File: config.mk
export PLATFORM = sky130hd
export DESIGN_NAME = dmem_arbiter_flat
export DESIGN_NICKNAME = d
export VERILOG_FILES = /design/src/rtl/dmem_arbiter_if.sv /design/src/rtl/dmem_arbiter.sv /design/src/flat_wrapper.sv
export SDC_FILE = /design/constraint.sdc
export NUM_CORES = 1
export LEC_CHECK = 0
export BUFFER_PORTS_ARGS = -buffer_cell sky130_fd_sc_hd__buf_2
export CORE_AREA = 4 4 114 116
export DETAILED_ROUTE_END_ITERATION = 8
export DIE_AREA = 0 0 118 120
export GPL_TIMING_DRIVEN = 0
export HOLD_SLACK_MARGIN = 0.05
export PLACE_DENSITY = 0.54
export SYNTH_ARGS = -nofsm -noshare
export SYNTH_HDL_FRONTEND = slang
export SYNTH_SLANG_ARGS = --single-unit
File: constraint.sdc
create_clock -name clk -period 4.55 [get_ports clk]
set_input_delay 0.2275 -clock clk [delete_from_list [all_inputs] [get_ports clk]]
set_output_delay 0.2275 -clock clk [all_outputs]
set_load 0.005 [all_outputs]
File: src/rtl/dmem_arbiter_if.sv
// Bundle of the pipeline, secondary-requester and data-memory signals around dmem_arbiter.
// The arbiter uses the slave modport; the requesters and memory use the master modport.
interface dmem_arbiter_if;
    // Pipeline MEM stage
    logic        p_mem_read;
    logic        p_mem_write;
    logic [31:0] p_addr;
    logic [31:0] p_wdata;
    logic [31:0] p_rdata;
    logic        stall_pipeline;

    // Secondary requester (debug loader / DMA)
    logic        s_req;
    logic        s_we;
    logic [31:0] s_addr;
    logic [31:0] s_wdata;
    logic        s_ack;
    logic [31:0] s_rdata;

    // Data memory
    logic        mem_re;
    logic        mem_we;
    logic [31:0] mem_addr;
    logic [31:0] mem_wdata;
    logic [31:0] mem_rdata;

    modport slave (
        input  p_mem_read, p_mem_write, p_addr, p_wdata,
        output p_rdata, stall_pipeline,
        input  s_req, s_we, s_addr, s_wdata,
        output s_ack, s_rdata,
        output mem_re, mem_we, mem_addr, mem_wdata,
        input  mem_rdata
    );

    modport master (
        output p_mem_read, p_mem_write, p_addr, p_wdata,
        input  p_rdata, stall_pipeline,
        output s_req, s_we, s_addr, s_wdata,
        input  s_ack, s_rdata,
        input  mem_re, mem_we, mem_addr, mem_wdata,
        output mem_rdata
    );
endinterface

File: src/rtl/dmem_arbiter.sv
// Data-memory arbiter: the pipeline has priority, and a starvation counter forces a one-cycle
// pipeline stall so the secondary requester gets a slot. It also subtracts the data-segment base.
module dmem_arbiter #(
    parameter logic [31:0] ADDR_BASE    = 32'h1001_0000,
    parameter int          STARVE_LIMIT = 4
) (
    input  logic            clk,
    input  logic            reset,
    dmem_arbiter_if.slave   bus
);
    localparam logic [3:0] LIMIT = 4'(STARVE_LIMIT);

    typedef enum logic {IDLE, ACK} state_t;

    state_t      state, stateNext;
    logic [3:0]  starveCnt, starveNext;
    logic [31:0] sRdata, sRdataNext;
    logic        pAct, forceGnt, pOwn, sOwn;

    always_ff @(posedge clk or negedge reset) begin
        if (!reset) begin
            state     <= IDLE;
            starveCnt <= 4'd0;
            sRdata    <= 32'd0;
        end else begin
            state     <= stateNext;
            starveCnt <= starveNext;
            sRdata    <= sRdataNext;
        end
    end

    // Ownership is gated with reset so the memory sees no access while reset is low.
    always_comb begin
        pAct     = bus.p_mem_read | bus.p_mem_write;
        forceGnt = reset & (state == IDLE) & bus.s_req & pAct & (starveCnt == LIMIT);
        pOwn     = reset & pAct & ~forceGnt;
        sOwn     = reset & (forceGnt | (~pAct & (state == IDLE) & bus.s_req));
    end

    always_comb begin
        bus.mem_re         = 1'b0;
        bus.mem_we         = 1'b0;
        bus.mem_addr       = 32'd0;
        bus.mem_wdata      = 32'd0;
        bus.p_rdata        = 32'd0;
        bus.stall_pipeline = forceGnt;
        if (pOwn) begin
            bus.mem_we    = bus.p_mem_write;
            bus.mem_re    = bus.p_mem_read & ~bus.p_mem_write;
            bus.mem_addr  = bus.p_addr - ADDR_BASE;
            bus.mem_wdata = bus.p_wdata;
            bus.p_rdata   = bus.mem_rdata;
        end else if (sOwn) begin
            bus.mem_we    = bus.s_we;
            bus.mem_re    = ~bus.s_we;
            bus.mem_addr  = bus.s_addr - ADDR_BASE;
            bus.mem_wdata = bus.s_wdata;
        end
    end

    // ACK always lasts one cycle, so grants are at least two cycles apart.
    always_comb begin
        stateNext  = IDLE;
        starveNext = starveCnt;
        sRdataNext = sRdata;
        if (sOwn) begin
            stateNext = ACK;
            if (!bus.s_we)
                sRdataNext = bus.mem_rdata;
        end
        if (!bus.s_req || sOwn)
            starveNext = 4'd0;
        else if ((state == IDLE) && pOwn && (starveCnt != 4'hF))
            starveNext = starveCnt + 4'd1;
    end

    assign bus.s_ack   = (state == ACK);
    assign bus.s_rdata = sRdata;

endmodule

File: src/flat_wrapper.sv
// flat-port wrapper written by rule: the top's interface ports become plain ports
module dmem_arbiter_flat 
#(
    parameter logic [31:0] ADDR_BASE    = 32'h1001_0000,
    parameter int          STARVE_LIMIT = 4
)
  (clk, reset, bus_p_mem_read, bus_p_mem_write, bus_p_addr, bus_p_wdata, bus_p_rdata, bus_stall_pipeline, bus_s_req, bus_s_we, bus_s_addr, bus_s_wdata, bus_s_ack, bus_s_rdata, bus_mem_re, bus_mem_we, bus_mem_addr, bus_mem_wdata, bus_mem_rdata);
  dmem_arbiter_if bus_i ();
  input  logic clk;
  input  logic reset;
  input wire logic [$bits(bus_i.p_mem_read)-1:0] bus_p_mem_read;
  input wire logic [$bits(bus_i.p_mem_write)-1:0] bus_p_mem_write;
  input wire logic [$bits(bus_i.p_addr)-1:0] bus_p_addr;
  input wire logic [$bits(bus_i.p_wdata)-1:0] bus_p_wdata;
  output wire logic [$bits(bus_i.p_rdata)-1:0] bus_p_rdata;
  output wire logic [$bits(bus_i.stall_pipeline)-1:0] bus_stall_pipeline;
  input wire logic [$bits(bus_i.s_req)-1:0] bus_s_req;
  input wire logic [$bits(bus_i.s_we)-1:0] bus_s_we;
  input wire logic [$bits(bus_i.s_addr)-1:0] bus_s_addr;
  input wire logic [$bits(bus_i.s_wdata)-1:0] bus_s_wdata;
  output wire logic [$bits(bus_i.s_ack)-1:0] bus_s_ack;
  output wire logic [$bits(bus_i.s_rdata)-1:0] bus_s_rdata;
  output wire logic [$bits(bus_i.mem_re)-1:0] bus_mem_re;
  output wire logic [$bits(bus_i.mem_we)-1:0] bus_mem_we;
  output wire logic [$bits(bus_i.mem_addr)-1:0] bus_mem_addr;
  output wire logic [$bits(bus_i.mem_wdata)-1:0] bus_mem_wdata;
  input wire logic [$bits(bus_i.mem_rdata)-1:0] bus_mem_rdata;
  assign bus_i.p_mem_read = bus_p_mem_read;
  assign bus_i.p_mem_write = bus_p_mem_write;
  assign bus_i.p_addr = bus_p_addr;
  assign bus_i.p_wdata = bus_p_wdata;
  assign bus_p_rdata = bus_i.p_rdata;
  assign bus_stall_pipeline = bus_i.stall_pipeline;
  assign bus_i.s_req = bus_s_req;
  assign bus_i.s_we = bus_s_we;
  assign bus_i.s_addr = bus_s_addr;
  assign bus_i.s_wdata = bus_s_wdata;
  assign bus_s_ack = bus_i.s_ack;
  assign bus_s_rdata = bus_i.s_rdata;
  assign bus_mem_re = bus_i.mem_re;
  assign bus_mem_we = bus_i.mem_we;
  assign bus_mem_addr = bus_i.mem_addr;
  assign bus_mem_wdata = bus_i.mem_wdata;
  assign bus_i.mem_rdata = bus_mem_rdata;
  dmem_arbiter #(.ADDR_BASE(ADDR_BASE), .STARVE_LIMIT(STARVE_LIMIT)) u_core (.clk(clk), .reset(reset), .bus(bus_i));
endmodule
==> flow_metrics.py, run 1 <==
metrics = {
    "yosys": {
        "avgSynthCellArea_um2": 9.714,
        "seq_area_frac_synth_pct": 32.64,
        "synth.net_count": 462,
        "yosys.area_share.simple_pct": 16.81,
        "syn_inst": 292,
        "synthMuxAreaShare_pct": 13.06,
        "synth_compound_area_share_pct": 22.32,
        "ys.flop_type": "dfrtp_1",
        "synth_edf_count": 0,
        "yosysUniqueCellTypes": 41,
        "synth_seq_cells": 37,
        "async_flop_share_pct": 100.0,
        "yosysTopAreaCellShare_pct": 32.64,
        "yosys.area.top_type": "dfrtp_1",
        "yosysWarnings": 0,
        "yosys.area_share.xor_xnor_pct": 9.572,
        "yosys.area_share.adder_pct": 1.764,
        "synth_area_um2": 2836,
        "synth_area_leaders": "dfrtp_1, a22o_1, mux2_2",
        "synth_top_family_by_area": "compound AO/OA/AOI/OAI gates",
    },
    "die": {
        "dieArea_um2": 14160,
        "die_y_um": 120,
        "io_pins": 298,
        "initial_core_util_pct": 23.81,
        "fp.dieW_um": 118,
        "rows": 40,
        "core-area_um2": 11910,
    },
    "clock_tree": {
        "root_buffer": "clkbuf_16",
        "clkSinkCount": 37,
        "cts.htree.levels": 2,
        "cts_setup_buffers": 0,
        "clkTransAtPathRegs_ns": 0.05,
        "ctsResizeCount": 0,
        "cts_tree": "built",
        "clock_latency_ns": 0.28,
        "clock_path_buffers": 2,
        "cts_buffers": 5,
        "holdBufCountCts": 0,
    },
    "critical_path": {
        "start_kind": "primary input",
        "path_class": "primary input to output pin",
        "cp_data_required_time_ns": 4.32,
        "r2r_slack_ns": 2.21,
        "worstPathArrival_ns": 3.01,
        "crit_path_max_fanout": 39,
        "endpoint_kind": "output pin",
    },
    "global_routing": {
        "antenna_found_initial": 1,
        "grt_max_degree": 40,
        "grt_pass1_vias": 3401,
        "grt.total_usage_pct": 15.87,
        "grt_pass1_wl_um": 18170,
        "gr-total-overflow": 0,
    },
    "timing": {
        "slew-limit-headroom_pct": 25.37,
        "setup_viol": 0,
        "layout_setup_ws_ns": 1.311,
        "slew_viol_final": 0,
        "timing.hold.ws_ns": 0.05200,
        "tightest_slew_ns": 1.114,
        "layout_min_cycle_time_ns": 3.239,
        "hold_viol_final": 0,
        "max_clock_freq_ghz": 0.3087,
        "skew_ns": 0.005084,
        "tns_ns": 0,
        "rsz0062_at_grt": "no",
        "finalCritPeriodShare_pct": 71.19,
    },
    "final_layout": {
        "nFillCells": 1245,
        "antenna_cells": 0,
        "syn_to_final_growth_pct": 63.92,
        "regArea_um2": 925.9,
        "drive_above_1_share_pct": 57.79,
        "multi_input_area_um2": 1802,
        "nets": 766,
    },
    "pwr": {
        "power.density_nw_per_um2": 252.4,
        "pwr-share-seq_pct": 36.3,
        "p_total_w": 0.001174,
        "power.switching_w": 0.0003454,
        "p_leak_nw": 2.501,
        "cellInternalPower_w": 0.0008283,
        "pwr-share-clk_pct": 28.1,
        "power_switching_share_pct": 29.43,
        "combPwrFrac_pct": 35.6,
        "peakVddDrop_mv": 0.1346,
    },
    "routing": {
        "drc": 0,
        "drt_iter0_drc": 134,
        "drt-total-wl_um": 12300,
        "drtPass1Iterations": 4,
        "ant_nets": 0,
        "routedWlPerCell_um": 16.53,
        "via_per_inst": 4.652,
        "vias": 3461,
    },
    "status": {
        "status": "completed",
    },
    "hold_path": {
        "hp-class": "primary input to asynchronous set/reset pin",
    },
    "placed_design": {
        "gp_congestion": 0.9073,
        "hpwl_um": 10690,
        "portBuffers": 297,
        "pre_cts_ws_ns": 1.125,
    },
    "run": {
        "drv_cap": 0,
    },
}
[stage by stage]
stage                     instances  utilization [%]  area (um^2)
final                           744            39.03         4649
after global routing            744            39.03         4649
after CTS                       744            39.03         4649
after detailed placement        736            37.84         4507
after global placement          736            37.84         4507
after floorplan                 292                -         2836
[final timing paths]
check | from | to | cells past startpoint
setup / recovery | reset | bus_mem_wdata[15] | 6
hold / removal | reset | u_core.bus.s_rdata[3]$_DFFE_PN0P_ | 1
setup reg to reg | u_core.starveCnt[0]$_DFFE_PN0P_ | u_core.bus.s_rdata[27]$_DFFE_PN0P_ | 8
hold reg to reg | u_core.bus.s_rdata[18]$_DFFE_PN0P_ | u_core.bus.s_rdata[18]$_DFFE_PN0P_ | 1
max in group asynchronous | reset | u_core.starveCnt[3]$_DFFE_PN0P_ | 1
min in group clk | bus_mem_rdata[18] | u_core.bus.s_rdata[18]$_DFFE_PN0P_ | 2
[synthesized netlist by cell type, drive strengths merged (5+ instances only)]
| cell | n |
|---|---|
| nand2 | 7 |
| nor3 | 7 |
| o22ai | 17 |
| xor2 | 10 |
| nand3 | 5 |
| inv | 9 |
| clkbuf | 15 |
| nor2 | 16 |
| xnor2 | 21 |
| a22o | 49 |
| mux2 | 32 |
| and2 | 33 |
| dfrtp | 37 |
[power by group through the flow]
stage | Sequential [W] | Combinational, W | Clock (W)
CTS | 0.000427 | 0.000428 | 0.000341
finish | 0.000426 | 0.000418 | 0.000330
global route | 0.000435 | 0.000457 | 0.000359
detailed placement | 0.000433 | 0.000426 | 0
global placement | 0.000430 | 0.000421 | 0
floorplan | 0.000441 | 0.000163 | 0
[routing by layer]
metal / up-vias / share of wire, % / track usage [%]
met5: - / 0.057 / 0
met3: 11 / 8.0 / 4.807
met1: 1623 / 38 / 17.50
li1: 1684 / - / -
met2: 141 / 53 / 30.04
met4: 2 / 0.81 / 3.223
[layout by cell type (no fill, tap or decap), types with 6 or more instances in the layout]
master / n
mux2_2: 29
inv_1: 8
a22o_1: 49
clkbuf_1: 15
nand2_1: 6
nor3_1: 7
and2_1: 33
buf_2: 300
xnor2_1: 21
o22ai_1: 16
nor2_1: 15
xor2_1: 10
dfrtp_1: 37
[critical path, stage by stage]
cell,delay [ns]
buf_2,0.63
o21ai_0,0.39
a31oi_1,0.91
clkbuf_1,0.44
a22o_1,0.26
buf_2,0.13
[kinds of logic (layout without fill, tap and decap cells)]
group	after synthesis	after routing
multiplexers	33	33
flip-flops	37	37
adder cells (fa/ha/maj)	4	4
AND/OR/NAND/NOR	84	84
AO/OA/AOI/OAI	75	75
buffers and inverters	28	333
XOR/XNOR	31	31
[flip-flops by register name, indices dropped and copies added (netlist names)]
signal              flops
u_core.bus.s_rdata     32
u_core.bus.s_ack        1
u_core.starveCnt        4
[area by class of cell]
cell class	count	area share, %
buffer	19	1.615
clock buffer	5	2.691
clock inverter	3	0.3767
inverter	9	0.7266
multi-input combinational	227	38.75
sequential	37	19.91
tap	147	3.956
timing repair buffer	297	31.97
No activity file was read; power rests on OpenSTA's default activity.
==> run 2, diff against run 1 <==
- CORE_AREA: 4 4 114 116 -> 4 4 115 117
- DIE_AREA: 0 0 118 120 -> 0 0 119 121
- PLACE_DENSITY: 0.54 -> 0.53
- clock period: 4.55 -> 3.1 ns (I/O delays scaled with it)
==> run 2 against run 1 <==
Net effect:
- final area is 2.1% higher
- non-clock buffer count rose by 2
- count of clock-buffer cells in the layout unchanged
- first-iteration DRC count fell by 5.2%
- critical path depth up 1
- global-route usage grew 0.28 points
- total power up 56%
- clock skew fell by 0.0013 ns
==> flow_metrics.py, run 2 (same netlist as run 1, synthesis figures left out) <==
metrics = {
    "pwr": {
        "pwr-share-clk_pct": 31.5,
        "peakVddDrop_mv": 0.1858,
        "power.switching_w": 0.0005235,
        "power.density_nw_per_um2": 385.4,
        "power_switching_share_pct": 28.62,
        "p_total_w": 0.001829,
        "p_leak_nw": 2.525,
        "pwr-share-seq_pct": 34.2,
        "combPwrFrac_pct": 34.3,
        "cellInternalPower_w": 0.001306,
    },
    "global_routing": {
        "grt.total_usage_pct": 16.15,
        "gr-total-overflow": 0,
        "antenna_found_initial": 1,
        "grt_pass1_wl_um": 18650,
        "grt_pass1_vias": 3470,
        "grt_max_degree": 38,
    },
    "die": {
        "rows": 41,
        "dieArea_um2": 14400,
        "core-area_um2": 12360,
        "fp.dieW_um": 119,
        "io_pins": 298,
        "initial_core_util_pct": 22.94,
        "die_y_um": 121,
    },
    "clock_tree": {
        "cts_buffers": 5,
        "cts_setup_buffers": 0,
        "clkTransAtPathRegs_ns": 0.06,
        "cts_tree": "built",
        "root_buffer": "clkbuf_16",
        "clkSinkCount": 37,
        "clock_path_buffers": 2,
        "cts.htree.levels": 2,
        "clock_latency_ns": 0.28,
    },
    "final_layout": {
        "layout_common_cells": "buf_2, a22o_1, dfrtp_1",
        "syn_to_final_growth_pct": 67.31,
        "nets": 768,
        "antenna_cells": 0,
        "fin_cells": 771,
        "layout_commonest_cell": "buf_2",
        "largest_reg_flops": 32,
        "drive_above_1_share_pct": 57.93,
        "nFillCells": 1277,
    },
    "routing": {
        "ant_nets": 0,
        "drt_iter0_drc": 127,
        "drc": 0,
        "vias": 3532,
        "drtPass1Iterations": 4,
        "routedWlPerCell_um": 16.60,
        "via_per_inst": 4.581,
        "drt-total-wl_um": 12800,
    },
    "critical_path": {
        "path_buf_inv": 3,
        "start_kind": "flip-flop",
        "path_class": "flip-flop to output pin",
        "r2r_slack_ns": 0.79,
        "crit_path_max_fanout": 10,
        "path_cells": "inv_1 -> ha_1 -> and3b_1 -> a31oi_2 -> clkbuf_1 -> a22o_1 -> buf_2",
        "cp_data_required_time_ns": 2.94,
        "crit_path_top_delay_cell": "a31oi_2",
        "path_delay_family": "compound AO/OA/AOI/OAI gates",
        "worstPathArrival_ns": 2.54,
        "slowest_delay_ns": 0.57,
        "endpoint_kind": "output pin",
    },
    "timing": {
        "layout_setup_ws_ns": 0.4046,
        "timing.hold.ws_ns": 0.1242,
        "skew_ns": 0.003775,
        "tightest_slew_ns": 0.6275,
        "slew_viol_final": 0,
        "layout_min_cycle_time_ns": 2.695,
        "hold_viol_final": 0,
        "slew-limit-headroom_pct": 58.03,
        "max_clock_freq_ghz": 0.3710,
        "finalCritPeriodShare_pct": 86.95,
        "tns_ns": 0,
        "setup_viol": 0,
        "rsz0062_at_grt": "no",
    },
    "run": {
        "drv_cap": 0,
    },
    "placed_design": {
        "dpl.cell_count": 761,
        "hpwl_um": 11070,
        "gp_congestion": 0.8330,
        "portBuffers": 297,
        "pre_cts_ws_ns": -0.1960,
    },
    "hold_path": {
        "hp-class": "primary input to flip-flop",
    },
    "status": {
        "status": "completed",
    },
}
run 2: power by group through the flow:
stage | sequential, W | clock (W) | combinational (W)
6_report | 0.000626 | 0.000575 | 0.000628
5_1_grt | 0.000641 | 0.000609 | 0.000684
4_1_cts | 0.000627 | 0.000583 | 0.000638
3_5_place_dp | 0.000636 | 0 | 0.000631
3_3_place_gp | 0.000632 | 0 | 0.000628
2_1_floorplan | 0.000647 | 0 | 0.000240
run 2: worst register-to-register path: stages, from the launching register on:
cell	delay, ns
dfrtp_1	0.41
inv_1	0.07
ha_1	0.13
and3b_1	0.25
o211a_1	0.20
nand2_2	0.17
nor2_2	0.27
buf_2	0.31
mux2_2	0.37
run 2: cell type report:
class	count	area, um^2	area share, %
Clock inverter	3	46.29	0.9755
Buffer	19	75.07	1.582
Inverter	9	33.78	0.7118
Tap cell	172	215.2	4.535
Sequential cell	37	925.9	19.51
Multi-Input combinational cell	227	1808	38.10
Timing Repair Buffer	299	1516	31.95
Clock buffer	5	125.1	2.636
run 2: per-stage QoR:
stage | utilization [%] | instance area, um^2
after floorplan | - | 2836
after global placement | 36.71 | 4538
after detailed placement | 36.71 | 4538
after CTS | 38.39 | 4746
after global routing | 38.39 | 4746
final | 38.39 | 4746
run 2: routing by layer:
| metal | up-vias | track usage (%) | share of wire, % |
|---|---|---|---|
| li1 | 1686 | - | - |
| met5 | - | 0 | 0.055 |
| met3 | 15 | 3.963 | 8.1 |
| met4 | 2 | 2.679 | 0.96 |
| met1 | 1670 | 20.25 | 41 |
| met2 | 159 | 28.51 | 50 |
run 2: worst paths after layout:
kind                                                       to                                from  cells after the start
min reg2reg                u_core.bus.s_rdata[18]$_DFFE_PN0P_  u_core.bus.s_rdata[18]$_DFFE_PN0P_                      1
min                         u_core.bus.s_rdata[1]$_DFFE_PN0P_                    bus_mem_rdata[1]                      2
max reg2reg                 u_core.bus.s_rdata[0]$_DFFE_PN0P_     u_core.starveCnt[0]$_DFFE_PN0P_                      8
min in group asynchronous  u_core.bus.s_rdata[17]$_DFFE_PN0P_                               reset                      3
max                                         bus_mem_wdata[15]     u_core.starveCnt[0]$_DFFE_PN0P_                      7
max in group asynchronous  u_core.bus.s_rdata[22]$_DFFE_PN0P_                               reset                      3
run 2: timing repair:
action / CTS / global route
endpoints found under the setup margin: 59 / 0
hold buffers: 2 / 0
resized for setup: 1 / 0
endpoints found under the hold margin: 37 / 0
==> run 3, diff against run 2 <==
- ABC_CLOCK_PERIOD_IN_PS: unset -> 3100
- CORE_AREA: 4 4 115 117 -> unset
- CORE_MARGIN: unset -> 4
- CORE_UTILIZATION: unset -> 25
- DIE_AREA: 0 0 119 121 -> unset
- PLACE_DENSITY: 0.53 -> 0.57
- SLEW_MARGIN: unset -> 40
==> run 3 against run 2 <==
Net effect:
- first-iteration DRC count increased by 43%
- maximum frequency shrank 4.1%
- cell count shrank 4.2%
- die area down 8.9%
- count of clock-buffer cells in the layout stayed put
- worst setup slack worse by 0.12 ns
- global-route usage is 0.40 points higher
- final area fell by 1.4%
- sequential share of layout area is 0.29 points higher
- clock skew shrank 0.0012 ns
- wire length down 5.6%
- non-clock buffer count did not move
==> flow_metrics.py, run 3 (same netlist as run 1, synthesis figures left out) <==
metrics = {
    "status": {
        "status": "completed",
    },
    "routing": {
        "ant_nets": 0,
        "vias": 3493,
        "via_per_inst": 4.727,
        "routedWlPerCell_um": 16.35,
        "drt_iter0_drc": 181,
        "drc": 0,
        "drtPass1Iterations": 4,
        "drt-total-wl_um": 12080,
    },
    "timing": {
        "tightest_slew_ns": 0.7701,
        "skew_ns": 0.002552,
        "layout_setup_ws_ns": 0.2882,
        "max_clock_freq_ghz": 0.3556,
        "setup_viol": 0,
        "slew-limit-headroom_pct": 48.50,
        "layout_min_cycle_time_ns": 2.812,
        "slew_viol_final": 0,
        "tns_ns": 0,
        "finalCritPeriodShare_pct": 90.70,
        "hold_viol_final": 0,
        "timing.hold.ws_ns": 0.1142,
        "rsz0062_at_grt": "no",
    },
    "clock_tree": {
        "clkSinkCount": 37,
        "clock_path_buffers": 2,
        "ctsResizeCount": 0,
        "clkTransAtPathRegs_ns": 0.06,
        "cts_setup_buffers": 0,
        "cts_buffers": 5,
        "clock_latency_ns": 0.28,
        "cts_tree": "built",
        "root_buffer": "clkbuf_16",
        "holdBufCountCts": 2,
        "cts.htree.levels": 2,
    },
    "critical_path": {
        "crit_path_max_fanout": 10,
        "path_buf_inv": 3,
        "crit_path_top_delay_cell": "a31oi_2",
        "endpoint_kind": "output pin",
        "path_delay_family": "compound AO/OA/AOI/OAI gates",
        "cp_data_required_time_ns": 2.94,
        "start_kind": "flip-flop",
        "r2r_slack_ns": 0.83,
        "worstSetupPathDepth": 7,
        "worstPathArrival_ns": 2.66,
        "slowest_delay_ns": 0.67,
        "path_cells": "inv_1 -> ha_1 -> and3b_1 -> a31oi_2 -> clkbuf_1 -> a22o_1 -> buf_2",
        "r2r_cells": 8,
        "path_class": "flip-flop to output pin",
    },
    "pwr": {
        "pwr-share-seq_pct": 36.1,
        "pwr-share-clk_pct": 27.9,
        "combPwrFrac_pct": 36.0,
        "power_switching_share_pct": 29.54,
        "cellInternalPower_w": 0.001220,
        "power.density_nw_per_um2": 370.1,
        "power.switching_w": 0.0005114,
        "peakVddDrop_mv": 0.2335,
        "p_leak_nw": 2.515,
    },
    "die": {
        "io_pins": 298,
        "die_y_um": 114.5,
        "dieArea_um2": 13110,
        "fp.dieW_um": 114.5,
        "core-area_um2": 10980,
        "initial_core_util_pct": 25.83,
        "rows": 38,
    },
    "hold_path": {
        "hp-class": "primary input to flip-flop",
        "hold_depth": 2,
    },
    "final_layout": {
        "largest_reg_flops": 32,
        "layout_common_cells": "buf_2, a22o_1, dfrtp_1",
        "layout_commonest_cell": "buf_2",
        "antenna_cells": 0,
        "multi_input_area_um2": 1808,
        "nFillCells": 1120,
        "fin_cells": 739,
        "syn_to_final_growth_pct": 64.89,
        "regArea_um2": 925.9,
        "nets": 768,
        "finalInstanceArea_um2": 4677,
        "drive_above_1_share_pct": 57.93,
    },
    "global_routing": {
        "antenna_found_initial": 0,
        "grt_pass1_wl_um": 17130,
        "grt_pass1_vias": 3249,
        "grt.total_usage_pct": 16.55,
        "grt_max_degree": 38,
        "gr-total-overflow": 0,
    },
    "placed_design": {
        "post_dp_cell_area_um2": 4504,
        "portBuffers": 297,
        "hpwl_um": 10280,
        "gp_congestion": 0.8614,
        "dpl.cell_count": 729,
        "pre_cts_ws_ns": 0.03250,
    },
    "run": {
        "drv_cap": 0,
    },
}
-- run 3: cell types whose count changed in the layout (fill, tap and decap cells not counted) --
| cell | previous run | this run |
|---|---|---|
| bufinv_16 | 1 | 0 |
| clkinv_2 | 0 | 2 |
| clkinv_4 | 1 | 0 |
-- run 3: metrics by stage --
stage	total power [W]	util, %
4_1_cts	0.001758	42.58
3_3_place_gp	0.001253	40.95
2_1_floorplan	0.0008874	-
3_5_place_dp	0.001260	41.01
5_1_grt	0.001840	42.58
6_report	0.001731	42.58
-- run 3: layout make-up --
type	instances	area share [%]
timing repair buffer	299	32.42
sequential	37	19.80
clock buffer	5	2.675
clock inverter	3	0.3745
inverter	9	0.7223
buffer	19	1.605
tap	140	3.745
multi-input combinational	227	38.66
-- run 3: worst paths after layout --
check / start / end
min in group asynchronous: reset / u_core.bus.s_rdata[2]$_DFFE_PN0P_
max: u_core.starveCnt[0]$_DFFE_PN0P_ / bus_mem_wdata[11]
min: bus_mem_rdata[16] / u_core.bus.s_rdata[16]$_DFFE_PN0P_
min reg2reg: u_core.bus.s_rdata[18]$_DFFE_PN0P_ / u_core.bus.s_rdata[18]$_DFFE_PN0P_
max reg2reg: u_core.starveCnt[0]$_DFFE_PN0P_ / u_core.bus.s_rdata[15]$_DFFE_PN0P_
max in group asynchronous: reset / u_core.bus.s_rdata[16]$_DFFE_PN0P_
-- run 3: per-layer routing --
layer	up-vias	GRT usage, %	share of wire (%)
li1	1690	-	-
met1	1629	19.42	38
met2	163	31.01	53
met3	11	3.066	7.9
met4	0	3.563	1.1
met5	-	0	0
-- run 3: power groups by stage --
stage	logic, W	registers, W	clock network [W]
after detailed placement	0.000626	0.000634	0
after floorplan	0.000240	0.000647	0
after global placement	0.000622	0.000631	0
after CTS	0.000633	0.000626	0.000499
after global routing	0.000677	0.000641	0.000522
final	0.000623	0.000625	0.000483
